==> src/rtl/multi_timer.sv <==
// -----------------------------------------------------------------------------
// multi_timer
//
// Multi-channel down-counting timer. Each channel has a reload value, an 8-bit
// prescaler and a periodic or one-shot mode. A channel raises a pending flag
// when it expires. Software programs the channels through a small synchronous
// register port. The flags drive a per-channel interrupt vector and the
// aggregated fabric interrupt `fabint`.
//
// Register map: addr = {channel, reg[1:0]}
//   0 LOAD   RW  reload value (WIDTH bits)
//   1 CTRL   RW  bit0 enable, bit1 one-shot, bit2 irqen, bits[15:8] prescale
//   2 STATUS W1C bit0 pending
//   3 COUNT  RO  current count
//
// Ports
//   pclk    in             sole clock, rising edge
//   reset   in             asynchronous active-high reset
//   wen     in             register write strobe
//   addr    in  [AW-1:0]   register address, used for writes and reads
//   wdata   in  [WIDTH-1:0] write data
//   rdata   out [WIDTH-1:0] combinational read data for addr
//   irq     out [CHANNELS-1:0] pending & irqen, per channel
//   fabint  out            OR of all irq bits
// -----------------------------------------------------------------------------
module multi_timer #(
  parameter int CHANNELS = 4,
  parameter int WIDTH    = 32,
  parameter int AW       = 4
) (
  input  logic                pclk,
  input  logic                reset,
  input  logic                wen,
  input  logic [AW-1:0]       addr,
  input  logic [WIDTH-1:0]    wdata,
  output logic [WIDTH-1:0]    rdata,
  output logic [CHANNELS-1:0] irq,
  output logic                fabint
);

  localparam logic [WIDTH-1:0] ONE = WIDTH'(1);

  // Channel index taken from the upper address bits. Indices that do not
  // match any channel select nothing, so writes there are dropped and the
  // read mux returns 0.
  logic [AW-1:0] chan_idx;
  logic [1:0]    reg_sel;

  assign chan_idx = addr >> 2;
  assign reg_sel  = addr[1:0];

  logic [CHANNELS-1:0][WIDTH-1:0] rd_vec;
  logic [CHANNELS-1:0]            pend_vec;
  logic [CHANNELS-1:0]            irqen_vec;

  genvar gi;
  generate
    for (gi = 0; gi < CHANNELS; gi++) begin : g_ch
      logic             sel;
      logic             wr_load;
      logic             wr_ctrl;
      logic             wr_stat;

      logic [WIDTH-1:0] load_q,  load_d;
      logic             en_q,    en_d;
      logic             mode_q,  mode_d;
      logic             irqen_q, irqen_d;
      logic [7:0]       psc_q,   psc_d;
      logic [WIDTH-1:0] count_q, count_d;
      logic [7:0]       pc_q,    pc_d;
      logic             pend_q,  pend_d;

      logic             tick;
      logic             expire;
      logic [15:0]      ctrl_word;
      logic [WIDTH-1:0] rd_word;

      assign sel     = (chan_idx == AW'(gi));
      assign wr_load = wen && sel && (reg_sel == 2'd0);
      assign wr_ctrl = wen && sel && (reg_sel == 2'd1);
      assign wr_stat = wen && sel && (reg_sel == 2'd2);

      always_comb begin
        load_d  = load_q;
        en_d    = en_q;
        mode_d  = mode_q;
        irqen_d = irqen_q;
        psc_d   = psc_q;
        count_d = count_q;
        pc_d    = pc_q;
        pend_d  = pend_q;
        tick    = 1'b0;
        expire  = 1'b0;

        // A LOAD write only lands in the reload register; the running count
        // picks it up at the next reload or enable.
        if (wr_load) begin
          load_d = wdata;
        end

        if (wr_ctrl) begin
          mode_d  = wdata[1];
          irqen_d = wdata[2];
          psc_d   = wdata[15:8];
        end

        if (wr_ctrl && !wdata[0]) begin
          // Disabling freezes count and pc, and suppresses any expiry that
          // would have happened on this edge.
          en_d = 1'b0;
        end else if (wr_ctrl && !en_q) begin
          // Rising enable: restart from the reload value.
          en_d    = 1'b1;
          count_d = load_q;
          pc_d    = 8'd0;
        end else if (en_q) begin
          // Running. A CTRL write with enable=1 lands here too: it only
          // updates mode/irqen/P and the count keeps going.
          if (pc_q == psc_q) begin
            pc_d = 8'd0;
            tick = 1'b1;
          end else begin
            // If P was lowered below pc, this wraps through 255 to 0.
            pc_d = pc_q + 8'd1;
          end

          if (tick) begin
            if (count_q != '0) begin
              count_d = count_q - ONE;
            end else begin
              expire  = 1'b1;
              count_d = load_q;
              // One-shot stops at 0, unless a CTRL write re-asserts enable
              // on this same edge. In that case the channel keeps running
              // from the reload value.
              if (mode_q && !wr_ctrl) begin
                en_d    = 1'b0;
                count_d = '0;
              end
            end
          end
        end

        // Expiry overrides a simultaneous W1C so that no event is lost.
        if (wr_stat && wdata[0]) begin
          pend_d = 1'b0;
        end
        if (expire) begin
          pend_d = 1'b1;
        end
      end

      always_ff @(posedge pclk or posedge reset) begin
        if (reset) begin
          load_q  <= '0;
          en_q    <= 1'b0;
          mode_q  <= 1'b0;
          irqen_q <= 1'b0;
          psc_q   <= 8'd0;
          count_q <= '0;
          pc_q    <= 8'd0;
          pend_q  <= 1'b0;
        end else begin
          load_q  <= load_d;
          en_q    <= en_d;
          mode_q  <= mode_d;
          irqen_q <= irqen_d;
          psc_q   <= psc_d;
          count_q <= count_d;
          pc_q    <= pc_d;
          pend_q  <= pend_d;
        end
      end

      assign ctrl_word = {psc_q, 5'b0, irqen_q, mode_q, en_q};

      always_comb begin
        rd_word = '0;
        case (reg_sel)
          2'd0:    rd_word = load_q;
          2'd1:    rd_word = WIDTH'(ctrl_word);
          2'd2:    rd_word = WIDTH'(pend_q);
          default: rd_word = count_q;
        endcase
      end

      // Only the addressed channel contributes to the read OR-tree.
      assign rd_vec[gi]    = sel ? rd_word : '0;
      assign pend_vec[gi]  = pend_q;
      assign irqen_vec[gi] = irqen_q;
    end
  endgenerate

  always_comb begin
    rdata = '0;
    for (int i = 0; i < CHANNELS; i++) begin
      rdata = rdata | rd_vec[i];
    end
  end

  assign irq    = pend_vec & irqen_vec;
  assign fabint = |irq;

endmodule
==> config.mk <==
export PLATFORM = sky130hd
export DESIGN_NAME = multi_timer
export DESIGN_NICKNAME = d
export VERILOG_FILES = /design/src/rtl/multi_timer.sv
export SDC_FILE = /design/constraint.sdc
export NUM_CORES = 1
export LEC_CHECK = 0
export BUFFER_PORTS_ARGS = -buffer_cell sky130_fd_sc_hd__buf_2
export CAP_MARGIN = 10
export CORE_MARGIN = 1
export CORE_UTILIZATION = 40
export CTS_CLUSTER_SIZE = 30
export DETAILED_ROUTE_END_ITERATION = 16
export HOLD_SLACK_MARGIN = 0.02
export SLEW_MARGIN = 0
export SYNTH_ARGS = -nofsm -noshare
export SYNTH_HDL_FRONTEND = slang
export SYNTH_SLANG_ARGS = --single-unit
==> constraint.sdc <==
create_clock -name pclk -period 14.76 [get_ports pclk]
set_clock_uncertainty 0.1 [all_clocks]
set_input_delay 2.214 -clock pclk [delete_from_list [all_inputs] [get_ports pclk]]
set_output_delay 2.214 -clock pclk [all_outputs]
set_load 0.02 [all_outputs]
Word level (Yosys, flattened, before mapping) --
Index checks and enable logic that the tools add are counted.
Storage, ports and cells: register bits 336, output and inout bits 37, logic and storage cells 233, input bits 39
Cells by class: bitwise gates (word level) 8, $add $sub $neg 8, eq/ne operators 9, multiplexer cells 108, reduce and logical (&&, ||, !) cells 68
Operators with widths (count):
- 32-bit two-way mux | 24
- 32-bit case mux with 3 select lines | 4
- 32-bit nonzero test | 4
- 32-bit by 1-bit subtractor with 32-bit output, second input constant | 4
- 8-bit two-way mux | 12
- 32-bit OR | 3
- 1-bit two-way mux | 68
- 8-bit by 1-bit adder with 8-bit output, second input constant | 4
- 8-bit equality test | 4
- 1-bit logical AND | 32
- 2-bit nonzero test | 12
- 3-bit AND reduction | 4
- 1-bit zero test | 9
- 2-bit AND reduction | 4
- 2-bit equality test, second input constant | 3
- 4-bit bitwise AND | 1
- 2-bit by 1-bit equality test with 1-bit output, second input constant | 2
- 4-bit zero test | 1
- 1-bit inverter | 4
- 4-bit OR reduction | 1
- 2-bit zero test | 1

Longest topological paths before layout --
Gate-level depths: netlist (run 1).
depth after elaboration 11, gate-level depth with buffers 11, mapped depth without buffers 8

Least setup slack after synthesis (run 1) --
No wires, ideal clock.
kind input to output, start input addr[0], end output rdata[0], path buffers 3, required time 12.446 ns, arrival 4.187 ns, cell stages on the path 5, path slack 8.259 ns, cell sequence clkbuf_1 > buf_1 > clkbuf_1 > mux4_2 > mux4_2
Between the ends: word-level cells in the longest chain between the ends 6, elaborated cells between the ends (all ways) 14, those cells by class 2 x eq/ne; 8 x mux; 3 x bitwise; 1 x reduce/logical
Ends and longest elaborated chain:
- start, declared | line 34 | input logic [AW-1:0] addr,
- 2-bit equality test (tied with other cells) | line 179 | case (reg_sel)
- 32-bit case mux with 3 select lines | line 179
- 32-bit two-way mux | line 188 | assign rd_vec[gi] = sel ? rd_word : '0;
- 32-bit OR (2 in series) | line 197 | rdata = rdata | rd_vec[i];
- 32-bit OR (*) | line 197
- end, declared | line 36 | output logic [WIDTH-1:0] rdata,
Mark *: on every way between the ends. The rest lies on a longest branch, timed or not.

Worst setup path in the final report (run 1) --
start input addr[1], end output rdata[22]
The elaborated chain is that of the path after synthesis.

==> results of run 1 <==
-- critical path, cell delays in order --
cell      delay, ns
buf_2          0.08
buf_4          0.42
and2_4         0.63
buf_4          0.80
a221oi_1       0.23
a211oi_1       0.38
a21o_1         0.16
buf_2          0.17
-- flip-flops by register name (all words and copies together), names as in the netlist --
signal,cells
g_ch.mode_q,4
g_ch.irqen_q,4
g_ch.count_q,128
g_ch.psc_q,32
g_ch.load_q,128
g_ch.pend_q,4
g_ch.en_q,4
g_ch.pc_q,32
-- power groups by stage --
stage                     clock network (mW)  logic, mW  registers, mW
after global routing                    1.11      0.898           1.45
after global placement                     0      0.786           1.43
after detailed placement                   0      0.808           1.43
after floorplan                            0      0.607           1.29
final                                   1.06      0.821           1.43
after CTS                               1.07      0.811           1.42
-- cells by family (layout without fill, tap and decap cells) --
family,after synthesis,after routing,share of synthesized area
AOI/OAI and AO/OA,611,611,0.2136
buffers and inverters,174,210,0.03471
muxes,224,224,0.1351
other,0,1,0
xor gates and xnor gates,36,36,0.01614
and+or+nand+nor,620,620,0.1624
DFF,336,336,0.4304
adders and majority gates,12,12,0.007685
-- cell usage in the layout, fill, tap and decap left out, types with 23 or more instances in the layout --
cell type and count:
mux2_2 167, a31oi_1 23, nand2_1 173, o21ai_0 163, dfrtp_1 336, a22oi_1 51, or3_1 34, mux2i_1 42
a221oi_1 42, nand4_1 24, clkbuf_16 41, nor3_1 66, buf_4 37, nor2_1 93, inv_1 27, a21oi_1 83
a21o_1 35, buf_2 74, o211ai_1 33, nor4_1 38, xnor2_1 28, nand3_1 66, a211oi_1 29
-- area by class of cell --
| cell class | count | area [um2] | area share |
|---|---|---|---|
| sequential | 336 | 8408 | 0.3853 |
| inverter | 28 | 112.6 | 0.005161 |
| antenna | 1 | 2.502 | 0.0001147 |
| multi-input combinational | 1503 | 10470 | 0.4800 |
| tap | 615 | 769.5 | 0.03527 |
| clock buffer | 53 | 1141 | 0.05230 |
| clock inverter | 16 | 232.7 | 0.01067 |
| timing repair buffer | 113 | 679.4 | 0.03114 |
-- per-layer routing --
layer,global-route usage,vias up,part of all wire
met3,0.04228,125,0.080
met4,0.08765,0,0.029
li1,-,7719,-
met5,0,-,0
met1,0.3967,8859,0.42
met2,0.4552,819,0.47
-- path summary, 6_finish.rpt --
path | endpoint
hold / removal | g_ch[2].count_q[27]
max in group asynchronous | g_ch[2].load_q[13]
min in group asynchronous | g_ch[0].pc_q[1]
hold reg to reg | g_ch[2].count_q[27]
setup reg to reg | g_ch[0].count_q[25]
setup / recovery | rdata[22]
==> reports/summary.txt, run 1 <==
Status - finished clean
Initial antenna violation count - 7
Post-synth EDFFs - 0
Area fraction of the dominant cell type after synthesis - 0.4304
Worst hold path depth - 2
Static Leak - 8.964 nW
Final core utilization - 0.4551
R2R Setup Slk - 10.65 ns
Synth area leader - dfrtp_1
Drt pass-1 iters - 9
CTS tree - yes
Post-synthesis sequential area ratio - 0.4304
Vias in the first global route - 16,670
Grt ovf - 0
Total number of yosys warnings - 0
VDD IR max - 0.06898 mV
Total placed instance area - 20,430 um2
Slew Viols, Final - 0
Clk pwr share - 0.320
Power density over the cells - 151.7 nW/um2
Slew headroom - 0.2015
Setup WS pre-CTS - 7.386 ns
CTS buffer count - 40
CTS Buffer Depth - 3
Final setup viols - 0
DR WL/cell - 26.51 um
Critical path arrival - 5.13 ns
Worst-margin pin slew - 1.195 ns
Routability cong. - 0.9263
Clock Sinks - 336
Core area - 47,950 um2
Synthesis-to-finish area growth - 11.68%
Async set or reset register ratio after synthesis - 1.000
Die H - 223.0 um
Reg2Reg Depth - 7
P_sw - 1.192 mW
CP Launch Type - primary input
Setup crit end kind - output port
H-tree Lvls - 2
Worst-path clk slew - 0.06 ns
Fin. Hold Viols - 0
Prevailing post-synth register cell - dfrtp_1
Register share of total power - 0.432
Routed wire length - 70.64 mm
Synthesized area - 19,540 um2
Most frequent cell after synthesis - dfrtp_1
DRC errors left - 0
Dominant cells by area after synthesis - dfrtp_1 43%, mux2_2 9.6%, o21ai_0 4.2%
Final instance area - 21,820 um2
Post-DP HPWL - 50.28 mm
Combinational share of power - 0.248
Setup total negative slack - 0 ns
Root buf cell - clkbuf_16
RR Startpoint - g_ch[0].count_q[9]
Nets - 2,073
Largest net degree at the start of global routing - 158
Unrepaired setup endpoints after global routing - false
Critical path class - in -> out
Unique masters post-synth - 76
Worst Hold Slack - 0.4127 ns
FMAX - 134.3 MHz
Internal power - 2.118 mW
Share of post-route cells with drive strength above 1 - 0.1879
First-pass GRT wire length - 108.0 mm
Avg Cell Area, Syn - 9.706 um2
Power Total - 3.309 mW
Worst setup path start - addr[1]
Net Sw Frac - 0.3601
Worst hold start - g_ch[2].load_q[27]
Via count - 17,520
Post-DRT Antenna Nets - 0
Via density - 6.575
Worst endpoint required time - 12.45 ns
Setup bufs post-CTS - 0
Layout Cells excl Fill - 2,665
Critical Path Fanout Max - 77
Post-layout min period - 7.449 ns
Fillers - 4,536
Synth Instances - 2,013
Crit share post-route - 0.5047
Syn nets - 2,064
Total global routing track utilization - 0.2844
Buffers added on ports - 75
Full die area - 49,730 um2
Post-CTS Hold Buffers - 0
DP Cell Count - 2,594
Initial DRC Count - 2,755
Die Wd - 223.0 um
IO Count - 76
Post_cts resized - 0
Setup ws final - 7.311 ns
Synth cell count leaders - 336 x dfrtp_1, 173 x nand2_1, 167 x mux2_2, 163 x o21ai_0, 119 x clkbuf_1
Std cell rows - 80
Initial Utilization - 0.4075
Min-delay worst type - reg -> reg
Max-Cap Viols - 0
FF+latch count, synth - 336
Clock Latency Late Sink - 0.56 ns
No activity file was read; power rests on OpenSTA's default activity.
==> run 2, diff against run 1 <==
--- a/config.mk
+++ b/config.mk
@@ -5,6 +5,7 @@
 export SDC_FILE = /design/constraint.sdc
 export NUM_CORES = 1
 export LEC_CHECK = 0
+export ABC_AREA = 1
 export BUFFER_PORTS_ARGS = -buffer_cell sky130_fd_sc_hd__buf_2
 export CAP_MARGIN = 10
 export CORE_MARGIN = 1
==> constraint.sdc (replaced) <==
create_clock -name pclk -period 7.4 [get_ports pclk]
set_clock_uncertainty 0.1 [all_clocks]
set_input_delay 1.11 -clock pclk [delete_from_list [all_inputs] [get_ports pclk]]
set_output_delay 1.11 -clock pclk [all_outputs]
set_load 0.02 [all_outputs]
==> reports/summary.txt, run 2 <==
Register share of total power - 0.398
Buffers added on ports - 75
Critical path class - in -> out
H-tree Lvls - 2
Net Sw Frac - 0.4105
Vias in the first global route - 19,970
CP Launch Type - primary input
RR Startpoint - g_ch[1].count_q[0]
Die Wd - 233.1 um
Worst-path clk slew - 0.05 ns
Static Leak - 11.91 nW
FMAX - 204.5 MHz
Area fraction of the dominant cell type after synthesis - 0.3934
Worst setup path start - addr[0]
Fillers - 5,568
CTS buffer count - 43
Unique masters post-synth - 39
Most frequent cell after synthesis - nand2_1
Setup total negative slack - 0 ns
Status - finished clean
Largest regs - g_ch.count_q (128), g_ch.load_q (128)
P_sw - 2.964 mW
Clock Latency Late Sink - 0.59 ns
Initial DRC Count - 2,316
Largest family of logic cells by synthesized area - simple AND/OR/NAND/NOR gates
Synth area leader - dfrtp_1
Routability cong. - 0.9973
Fin. Hold Viols - 0
Worst endpoint required time - 6.19 ns
Total number of yosys warnings - 0
Cell mode on critical path - buf_2
Post-CTS Hold Buffers - 0
Dominant cells by area after synthesis - dfrtp_1 39%, nand2_1 21%, o21ai_0 7.6%
Share of post-route cells with drive strength above 1 - 0.06596
Largest net degree at the start of global routing - 158
Post-layout min period - 4.889 ns
Post-synth EDFFs - 0
Max incr delay on CP - 0.78 ns
Initial antenna violation count - 9
DRC errors left - 0
Setup bufs post-CTS - 0
IO Count - 76
Critical Path Fanout Max - 34
Combinational share of power - 0.313
First-pass GRT wire length - 124.1 mm
Critical-path cell list - buf_2, nand2_4, clkinv_1, a22o_1, o21ai_0, o2111ai_1, buf_2
Met3 Use GR - 0.04846
Prevailing post-synth register cell - dfrtp_1
Mux cell area share after synthesis - 0
Post_cts resized - 0
Max-Cap Viols - 0
Total global routing track utilization - 0.3025
Post-Synth XOR/XNOR Area - 0.01475
Complex-gate fraction of the synthesized area - 0.1214
Synthesized area - 21,370 um2
Clk pwr share - 0.289
Via density - 5.436
Slew Viols, Final - 0
Final setup viols - 0
Routed wire length - 80.97 mm
Most frequent cells in the layout - 1,212 x nand2_1, 373 x nor2_1, 336 x dfrtp_1
M1 GR Usage - 0.4151
Post-DRT Antenna Nets - 0
Syn nets - 3,328
FF+latch count, synth - 336
Slew headroom - 0.2420
Nets - 3,325
Crit share post-route - 0.6607
Worst-path cell with the longest stage delay - clkinv_1
Post-Synth Simple-Gate Area - 0.3735
Synth Instances - 3,277
Min-delay worst type - reg -> reg
Met2 usage - 0.4783
Most used routing layer in global routing - met2
Die H - 233.1 um
Total placed instance area - 22,150 um2
Initial Utilization - 0.4059
Synth cell count leaders - 1,219 x nand2_1, 379 x nor2_1, 336 x dfrtp_1, 326 x o21ai_0, 307 x inv_1
Synthesis-to-finish area growth - 10.05%
Setup crit end kind - output port
Unrepaired setup endpoints after global routing - false
CTS Buffer Depth - 3
Critical path arrival - 3.68 ns
Async set or reset register ratio after synthesis - 1.000
Final instance area - 23,520 um2
VDD IR max - 0.2298 mV
Power density over the cells - 307.0 nW/um2
Drt pass-1 iters - 7
Std cell rows - 84
Core area - 52,660 um2
Avg Cell Area, Syn - 6.521 um2
Post-DP HPWL - 57.72 mm
Clock Sinks - 336
Worst hold start - g_ch[2].psc_q[5]
CTS tree - yes
Post-synthesis sequential area ratio - 0.3934
Full die area - 54,350 um2
Via count - 21,710
Synth Area in Adders - 0.007026
Root buf cell - clkbuf_16
Grt ovf - 0
Internal power - 4.256 mW
Most common cell after layout, fill and taps aside - nand2_1
Worst-margin pin slew - 1.133 ns
DR WL/cell - 20.27 um
[run 2: worst paths after layout]
path | end | slack [ns] | depth (start not counted)
min in group asynchronous | g_ch[2].load_q[10] | 0.43 | 2
min | g_ch[2].psc_q[5] | 0.41 | 2
max | rdata[9] | 2.51 | 7
min reg2reg | g_ch[2].psc_q[5] | 0.41 | 2
max reg2reg | g_ch[1].count_q[15] | 4.80 | 13
max in group asynchronous | g_ch[2].load_q[24] | 5.06 | 4
[run 2: power groups by stage]
stage	registers (mW)	clock network (mW)	logic [mW]
after floorplan	2.67	0	1.68
after global placement	2.89	0	2.21
after detailed placement	2.88	0	2.22
after CTS	2.86	2.11	2.23
after global routing	2.93	2.18	2.57
final	2.87	2.08	2.26
[run 2: critical path, delay by kind of cell]
kind / cells / cell delay [ns]
buffers and inverters: 3 / 1.20
AOI/OAI and AO/OA: 3 / 0.99
and+or+nand+nor: 1 / 0.36
[run 2: through the flow]
step,std cells,setup slack [ns],power (mW),utilization,hold slack [ns]
2_1_floorplan,3277,1.699,4.355,-,0.3641
5_1_grt,3993,2.488,7.691,0.4466,0.4341
3_3_place_gp,3917,2.516,5.099,0.4206,0.3862
4_1_cts,3993,2.557,7.207,0.4466,0.4081
6_report,3994,2.511,7.221,0.4466,0.4093
3_5_place_dp,3917,2.562,5.105,0.4206,0.3962
[run 2: cells by family after synthesis]
logic type | after synthesis
simple gates | 1965
compound gates | 467
buf+inv | 461
flops | 336
xor+xnor | 36
fa+ha+maj | 12
[run 2: cell type report]
cell class	instances	area, um2	area share
multi-input cells	2480	11130	0.4731
flip-flops and latches	336	8408	0.3575
clock buffers	62	1257	0.05347
inverters	321	1221	0.05193
well taps	688	860.8	0.03660
repair buffers	92	528.0	0.02245
clock inverters	14	112.6	0.004788
diodes	1	2.502	0.0001064
[run 2: routing by layer]
metal	wire length, um	share of wire
met5	20	0.00025
met3	6232	0.077
met2	36690	0.45
met1	34900	0.43
met4	3124	0.039
